File: config.mk
export PLATFORM = sky130hd
export DESIGN_NAME = alu_arbiter
export DESIGN_NICKNAME = d
export VERILOG_FILES = /design/src/rtl/alu_arbiter.sv
export SDC_FILE = /design/constraint.sdc
export NUM_CORES = 1
export LEC_CHECK = 0
export CAP_MARGIN = 15
export CORE_AREA = 2 2 98 100
export CTS_CLUSTER_DIAMETER = 200
export CTS_CLUSTER_SIZE = 30
export DETAILED_ROUTE_END_ITERATION = 12
export DIE_AREA = 0 0 100 102
export MAX_ROUTING_LAYER = met4
export PLACE_DENSITY = 0.77
export SLEW_MARGIN = 30
export SYNTH_ARGS = -nofsm -noshare
export SYNTH_HDL_FRONTEND = slang
export SYNTH_SLANG_ARGS = --single-unit
File: constraint.sdc
create_clock -name clk -period 1.5 [get_ports clk]
set_input_delay 0.225 -clock clk [delete_from_list [all_inputs] [get_ports clk]]
set_output_delay 0.225 -clock clk [all_outputs]
set_load 0.005 [all_outputs]
File: src/rtl/alu_arbiter.sv
// Round-robin arbiter sharing one ALU between two valid/ready requesters; one op in flight.
// Define ALU_ARB_FIXED_PRIO_EN to give requester 0 strict priority instead of round-robin.
module alu_arbiter #(
  parameter int WIDTH = 16,
  parameter int OPW   = 4
) (
  input  logic             clk,
  input  logic             reset,
  input  logic             req0_valid,
  output logic             req0_ready,
  input  logic [WIDTH-1:0] req0_a,
  input  logic [WIDTH-1:0] req0_b,
  input  logic [OPW-1:0]   req0_op,
  input  logic             req1_valid,
  output logic             req1_ready,
  input  logic [WIDTH-1:0] req1_a,
  input  logic [WIDTH-1:0] req1_b,
  input  logic [OPW-1:0]   req1_op,
  output logic             rsp_valid,
  input  logic             rsp_ready,
  output logic             rsp_id,
  output logic [WIDTH-1:0] rsp_result,
  output logic [4:0]       rsp_flags,
  output logic [4:0]       psr,
  output logic             busy,
  output logic [WIDTH-1:0] alu_a,
  output logic [WIDTH-1:0] alu_b,
  output logic [OPW-1:0]   alu_ctrl,
  input  logic [WIDTH-1:0] alu_result,
  input  logic [4:0]       alu_flags
);

  typedef enum logic [1:0] {IDLE, EXEC, RESP} state_t;

  state_t state, state_nxt;
  logic   grant0, grant1, hs, gid;

  // Only SUB, CMP and ADD produce status worth keeping in psr.
  function automatic logic updates_psr(input logic [OPW-1:0] op);
    return (op == OPW'(4'b0001)) || (op == OPW'(4'b0010)) || (op == OPW'(4'b1000));
  endfunction

`ifdef ALU_ARB_FIXED_PRIO_EN
  always_comb begin
    grant0 = req0_valid;
    grant1 = req1_valid & ~req0_valid;
  end
`else
  logic last_grant;

  always_comb begin
    grant0 = req0_valid;
    grant1 = req1_valid;
    if (req0_valid && req1_valid) begin
      grant0 = last_grant;
      grant1 = ~last_grant;
    end
  end

  // Reset to 1 so requester 0 wins the first tie.
  always_ff @(posedge clk) begin
    if (reset)
      last_grant <= 1'b1;
    else if (hs)
      last_grant <= gid;
  end
`endif

  assign req0_ready = (state == IDLE) & grant0;
  assign req1_ready = (state == IDLE) & grant1;
  assign hs         = req0_ready | req1_ready;
  assign gid        = req1_ready;
  assign busy       = (state != IDLE);

  always_comb begin
    state_nxt = state;
    case (state)
      IDLE:    if (hs) state_nxt = EXEC;
      EXEC:    state_nxt = RESP;
      RESP:    if (rsp_ready) state_nxt = IDLE;
      default: state_nxt = IDLE;
    endcase
  end

  always_ff @(posedge clk) begin
    if (reset) begin
      state      <= IDLE;
      alu_a      <= '0;
      alu_b      <= '0;
      alu_ctrl   <= '0;
      rsp_id     <= 1'b0;
      rsp_valid  <= 1'b0;
      rsp_result <= '0;
      rsp_flags  <= '0;
      psr        <= '0;
    end else begin
      state <= state_nxt;
      case (state)
        IDLE: if (hs) begin
          alu_a    <= gid ? req1_a  : req0_a;
          alu_b    <= gid ? req1_b  : req0_b;
          alu_ctrl <= gid ? req1_op : req0_op;
          rsp_id   <= gid;
        end
        // ALU is combinational: its output for the latched operands is valid here.
        EXEC: begin
          rsp_result <= alu_result;
          rsp_flags  <= alu_flags;
          rsp_valid  <= 1'b1;
          alu_ctrl   <= '0;
          if (updates_psr(alu_ctrl))
            psr <= alu_flags;
        end
        RESP: if (rsp_ready) rsp_valid <= 1'b0;
        default: ;
      endcase
    end
  end

endmodule

# == Yosys cells after proc, flatten, opt, wreduce, memory -nomap -nowiden ==
# Cells that the tools add are included.
# totals
regBits,67
input_bits,98
output_inout_bits,67
wordCells,45
# op_classes
eq_ne,7
n_mux,12
n_bitwise,4
n_reduce_logical,12
# op_table
operator,n
$mux 16,2
$reduce_and 2->1,5
$mux 4,2
$pmux 4 s2,1
$pmux 2 s3,1
$reduce_bool 2->1,3
$eq 4x1->1 const B,1
$eq 4x2->1 const B,1
$eq 4x4->1 const B,1
$mux 2,2
$ne 2x2->1 const B,2
$mux 1,3
$and 1x1->1,2
$eq 2x1->1 const B,1
$eq 2x2->1 const B,1
$logic_not 2->1,1
$logic_or 1x1->1,2
$pmux 1 s2,1
$logic_and 1x1->1,1
$not 1->1,1
$or 1x1->1,1

# == Depth between registers and ports, before layout ==
# depth
word_depth,6
mapped_depth,6

# == Worst setup path before layout ==
# Ideal clock, no wire load.
# synth_path
kind,reg2reg
start,register state[0]
end,register alu_b[2]
setup_ns,0.149
arrival_ns,1.240
required_time_ns,1.351
slack_ns,0.111
path_stages_with_launch,7
n_path_buf,3
path_cell_list,dfxtp_1 > buf_2 > a211o_1 > buf_4 > buf_4 > nor3_1 > a2111oi_2
# synth_via
elab_chain_cells,4
word_cells_on_any_way,6
cone_classes,1 x mux; 3 x bitwise; 2 x reduce/logical
# synth_rtl
item,line_no,source
start: declaration,35,"state_t state, state_nxt;"
start signal: assignment,97,state <= state_nxt;
$logic_not 2->1 *,"69, 70, 98",
$and 1x1->1 (on tied branches),"69, 70",
$or 1x1->1,71,assign hs = req0_ready | req1_ready;
$reduce_and 2->1 (no line),n/a,
end signal: assignment,101,alu_b <= gid ? req1_b : req0_b;
end: declaration,27,"output logic [WIDTH-1:0] alu_b,"
# Every way passes the cells marked *; elsewhere a longest branch is shown, timed or not.
# A chain may end at the register's enable or synchronous reset.

# == Worst setup path after layout ==
# layout_path
start,input req0_valid
end,output req0_ready
# layout_via
elab_chain_cells,3
# layout_rtl
item,line_no,source
start: declaration,9,"input logic req0_valid,"
$logic_and 1x1->1,54,if (req0_valid && req1_valid) begin
$mux 1 *,54,
$and 1x1->1 *,69,assign req0_ready = (state == IDLE) & grant0;
end: declaration,10,"output logic req0_ready,"
# Marked as above.

==> results.rst <==
.. list-table::
   :header-rows: 1

   * - Metric
     - Value
   * - Detailed-routing iteration count for the pre-antenna-repair pass
     - 4
   * - Fraction of synthesis flops using an asynchronous set or reset pin
     - 0%
   * - Most common cell after layout, fill and taps aside
     - sky130_fd_sc_hd__clkdlybuf4s50_1
   * - H-tree levels
     - 3
   * - Startpoint types
     - primary input
   * - Floorplan row count
     - 35
   * - Outcome
     - finished, violations left
   * - Die outline width
     - 100 µm
   * - Total of flip-flops plus latches after synthesis
     - 67
   * - Number of pins with negative max-slew slack in the final report
     - 0
   * - Final worst slack
     - -42.16 ps
   * - Worst clock skew
     - 8.245 ps
   * - Yosys top cell area share
     - 40.21%
   * - Slew @ Worst Pin
     - 383.8 ps
   * - Avg Synthesized Cell Area
     - 9.189 µm²
   * - I/O Pins
     - 165
   * - Yosys Warn Count
     - 0
   * - Layout area overhead
     - 89.80%
   * - CTS tree
     - yes
   * - Critical path class
     - in2out
   * - Net count, final
     - 638
   * - Placed Area
     - 5159 µm²
   * - Wire length of the first global-routing pass
     - 17,180 µm
   * - # setup viols final
     - 8
   * - Synth unique cells
     - 35
   * - CTS buffer count
     - 9
   * - Ant diodes
     - 0
   * - DRT Wirelength
     - 12,620 µm
   * - Placer Congestion
     - 0.8060
   * - Timing-limited maximum frequency
     - 648.4 MHz
   * - Hold Path Class
     - in2reg
   * - Violated checks
     - negative setup slack
   * - Final Power
     - 0.005899 W
   * - Worst path required time
     - 1270 ps
   * - Synth top area cells
     - sky130_fd_sc_hd__dfxtp_1, sky130_fd_sc_hd__a2111oi_2, sky130_fd_sc_hd__nor3_1
   * - Slew headroom
     - 74.41%
   * - Pleak
     - 2.216 nW
   * - Antenna Nets Post-Route
     - 0
   * - Max rail drop VDD
     - 628.7 µV
   * - Top FF cell, synth
     - sky130_fd_sc_hd__dfxtp_1
   * - Maximum number of pins on one net before global-route repair
     - 38
   * - Post-synthesis instance area
     - 3336 µm²
   * - Antenna violations before repair
     - 0
   * - Critical Path Sink Type
     - primary output
   * - Total DRC errors in the routed layout
     - 0
   * - Post-route design area
     - 6331 µm²
   * - Arrival time worst endpoint
     - 1320 ps
   * - CTS clock-pin slew for the worst setup and hold paths
     - 70 ps
   * - Clock Sink Count
     - 67
   * - Post-Synthesis Net Count
     - 461
   * - Count of vias placed by the detailed router
     - 3,561
   * - Later-pin clock latency in the skew report
     - 340 ps
   * - Clock Tree Buf Depth
     - 2
   * - Cell with the biggest individual delay on the critical path
     - sky130_fd_sc_hd__clkdlybuf4s50_1
   * - Cells after Synth
     - 363
   * - Hold WS
     - 286.9 ps
   * - PwrDens
     - 931.8 nW/µm²
   * - Port bufs
     - 164
   * - Share of final-layout standard cells stronger than drive strength 1
     - 33.94%
   * - Hold buffers post-CTS
     - 0
   * - Global-route usage over all layers
     - 21.67%
   * - Detailed Route Iter0 Violations
     - 129
   * - Leading area contributor after synthesis
     - sky130_fd_sc_hd__dfxtp_1
   * - Overall die height
     - 102 µm
   * - Max-cap check violation count
     - 0
   * - Drt wl/cell
     - 19.24 µm
   * - Hold Violations, Final
     - 0
   * - Final HPWL from detailed placement
     - 7628 µm
   * - Number of global-route vias before repair
     - 3,612
   * - Most frequent cells in the layout
     - sky130_fd_sc_hd__clkdlybuf4s50_1, sky130_fd_sc_hd__dfxtp_1, sky130_fd_sc_hd__nand2_1
   * - Top fanout value on the critical path
     - 2
   * - Setup repair after global routing missed its margin
     - true
   * - Sequence of cells on the critical path
     - clkdlybuf4s50_1 -> or3b_4 -> a21oi_2 -> buf_2
   * - Seq/Total Area, Yosys
     - 40.21%
   * - Peak per-stage delay on the critical path
     - 470 ps
   * - Leftover overflow at the end of global routing
     - 0
   * - Fraction of the cycle the final worst path needs
     - 102.8%
   * - Average vias per placed instance
     - 5.428
   * - Initial Util
     - 36.62%
   * - Area of the core
     - 9109 µm²
   * - Post-synth EDFFs
     - 0
   * - Area of the die
     - 10,200 µm²
   * - Buffer type at the clock tree root
     - sky130_fd_sc_hd__clkbuf_8
   * - Time the worst path needs with I/O delays and setup
     - 1542 ps
## path summary, 6_finish.rpt
path                                                  from                    endpoint  slack (ps)  cells past startpoint
worst max-delay path                            req0_valid                  req0_ready         -40                      4
worst min-delay path                                 reset       state[0]$_SDFFE_PP0P_         290                      2
worst max register to register       state[0]$_SDFFE_PP0P_       alu_a[7]$_SDFFE_PP0P_         -40                      6
worst min register to register  rsp_result[2]$_SDFFE_PP0P_  rsp_result[2]$_SDFFE_PP0P_         450                      2
## layer usage
| metal | GRT usage (%) | wire [µm] |
|---|---|---|
| met4 | 7.692 | 162 |
| met3 | 5.472 | 854 |
| met2 | 35.50 | 6263 |
| met1 | 26.01 | 5344 |
| met5 | - | 0 |
## cells by family after synthesis
kind of cell | count (synthesis) | synth area share [%]
and+or+nand+nor | 143 | 22.02
AOI/OAI and AO/OA | 102 | 26.93
muxes | 5 | 1.500
buffers and inverters | 45 | 9.077
xor gates and xnor gates | 1 | 0.2626
DFF | 67 | 40.21
## cell usage after synthesis, types with 4 or more instances
| library cell | instances |
|---|---|
| sky130_fd_sc_hd__nor2_1 | 4 |
| sky130_fd_sc_hd__buf_2 | 14 |
| sky130_fd_sc_hd__buf_4 | 7 |
| sky130_fd_sc_hd__buf_12 | 4 |
| sky130_fd_sc_hd__dfxtp_1 | 67 |
| sky130_fd_sc_hd__nor3_2 | 5 |
| sky130_fd_sc_hd__a2111oi_1 | 4 |
| sky130_fd_sc_hd__a2111oi_2 | 28 |
| sky130_fd_sc_hd__mux2i_1 | 5 |
| sky130_fd_sc_hd__nand2b_1 | 13 |
| sky130_fd_sc_hd__nor3_1 | 63 |
| sky130_fd_sc_hd__clkbuf_1 | 8 |
| sky130_fd_sc_hd__inv_1 | 4 |
| sky130_fd_sc_hd__a21oi_1 | 44 |
| sky130_fd_sc_hd__a21oi_2 | 16 |
| sky130_fd_sc_hd__nand2_1 | 46 |
## stage by stage
| step | instances | worst slack, ps | utilization (%) | setup TNS, ps |
|---|---|---|---|---|
| 2_1_floorplan | 363 | 111.0 | - | 0 |
| 3_5_place_dp | 629 | -438.3 | 56.63 | -11150 |
| 5_1_grt | 656 | -84.53 | 69.51 | -1418 |
| 6_report | 656 | -42.16 | 69.51 | -144.0 |
| 4_1_cts | 647 | -58.59 | 60.58 | -441.5 |
| 3_3_place_gp | 629 | -439.2 | 56.63 | -9790 |
## power by group
| group | internal [W] | switching [W] |
|---|---|---|
| combinational | 0.00120 | 0.00101 |
| clock | 0.000899 | 0.000710 |
| sequential | 0.00196 | 0.000121 |
## flip-flops by register name, indices dropped and copies added (netlist names)
signal,flops
alu_a,16
alu_b,16
alu_ctrl,4
last_grant,1
psr,5
rsp_flags,5
rsp_id,1
rsp_result,16
rsp_valid,1
state,2
## worst max-delay path: cells and delay by family
family / cells / cell delay, ps
buffers and inverters: 2 / 590
AOI/OAI and AO/OA: 1 / 110
and+or+nand+nor: 1 / 380
## area by class of cell
type | count | area [µm²]
fill | 660 | 2778
inverter | 6 | 27.53
tap | 111 | 138.9
sequential | 67 | 1349
clock inverter | 4 | 47.55
timing repair buffer | 205 | 2236
multi-input combinational | 251 | 2367
clock buffer | 12 | 165.2
## repair_timing
item                                    in CTS  in global routing
setup buffers                                2                  1
gates cloned                                 0                  8
endpoints found under the hold margin        0                  0
pin swaps                                    1                  6
resized for setup                           46                108
endpoints found under the setup margin      39                 44
(Power assumes the default switching activity.)
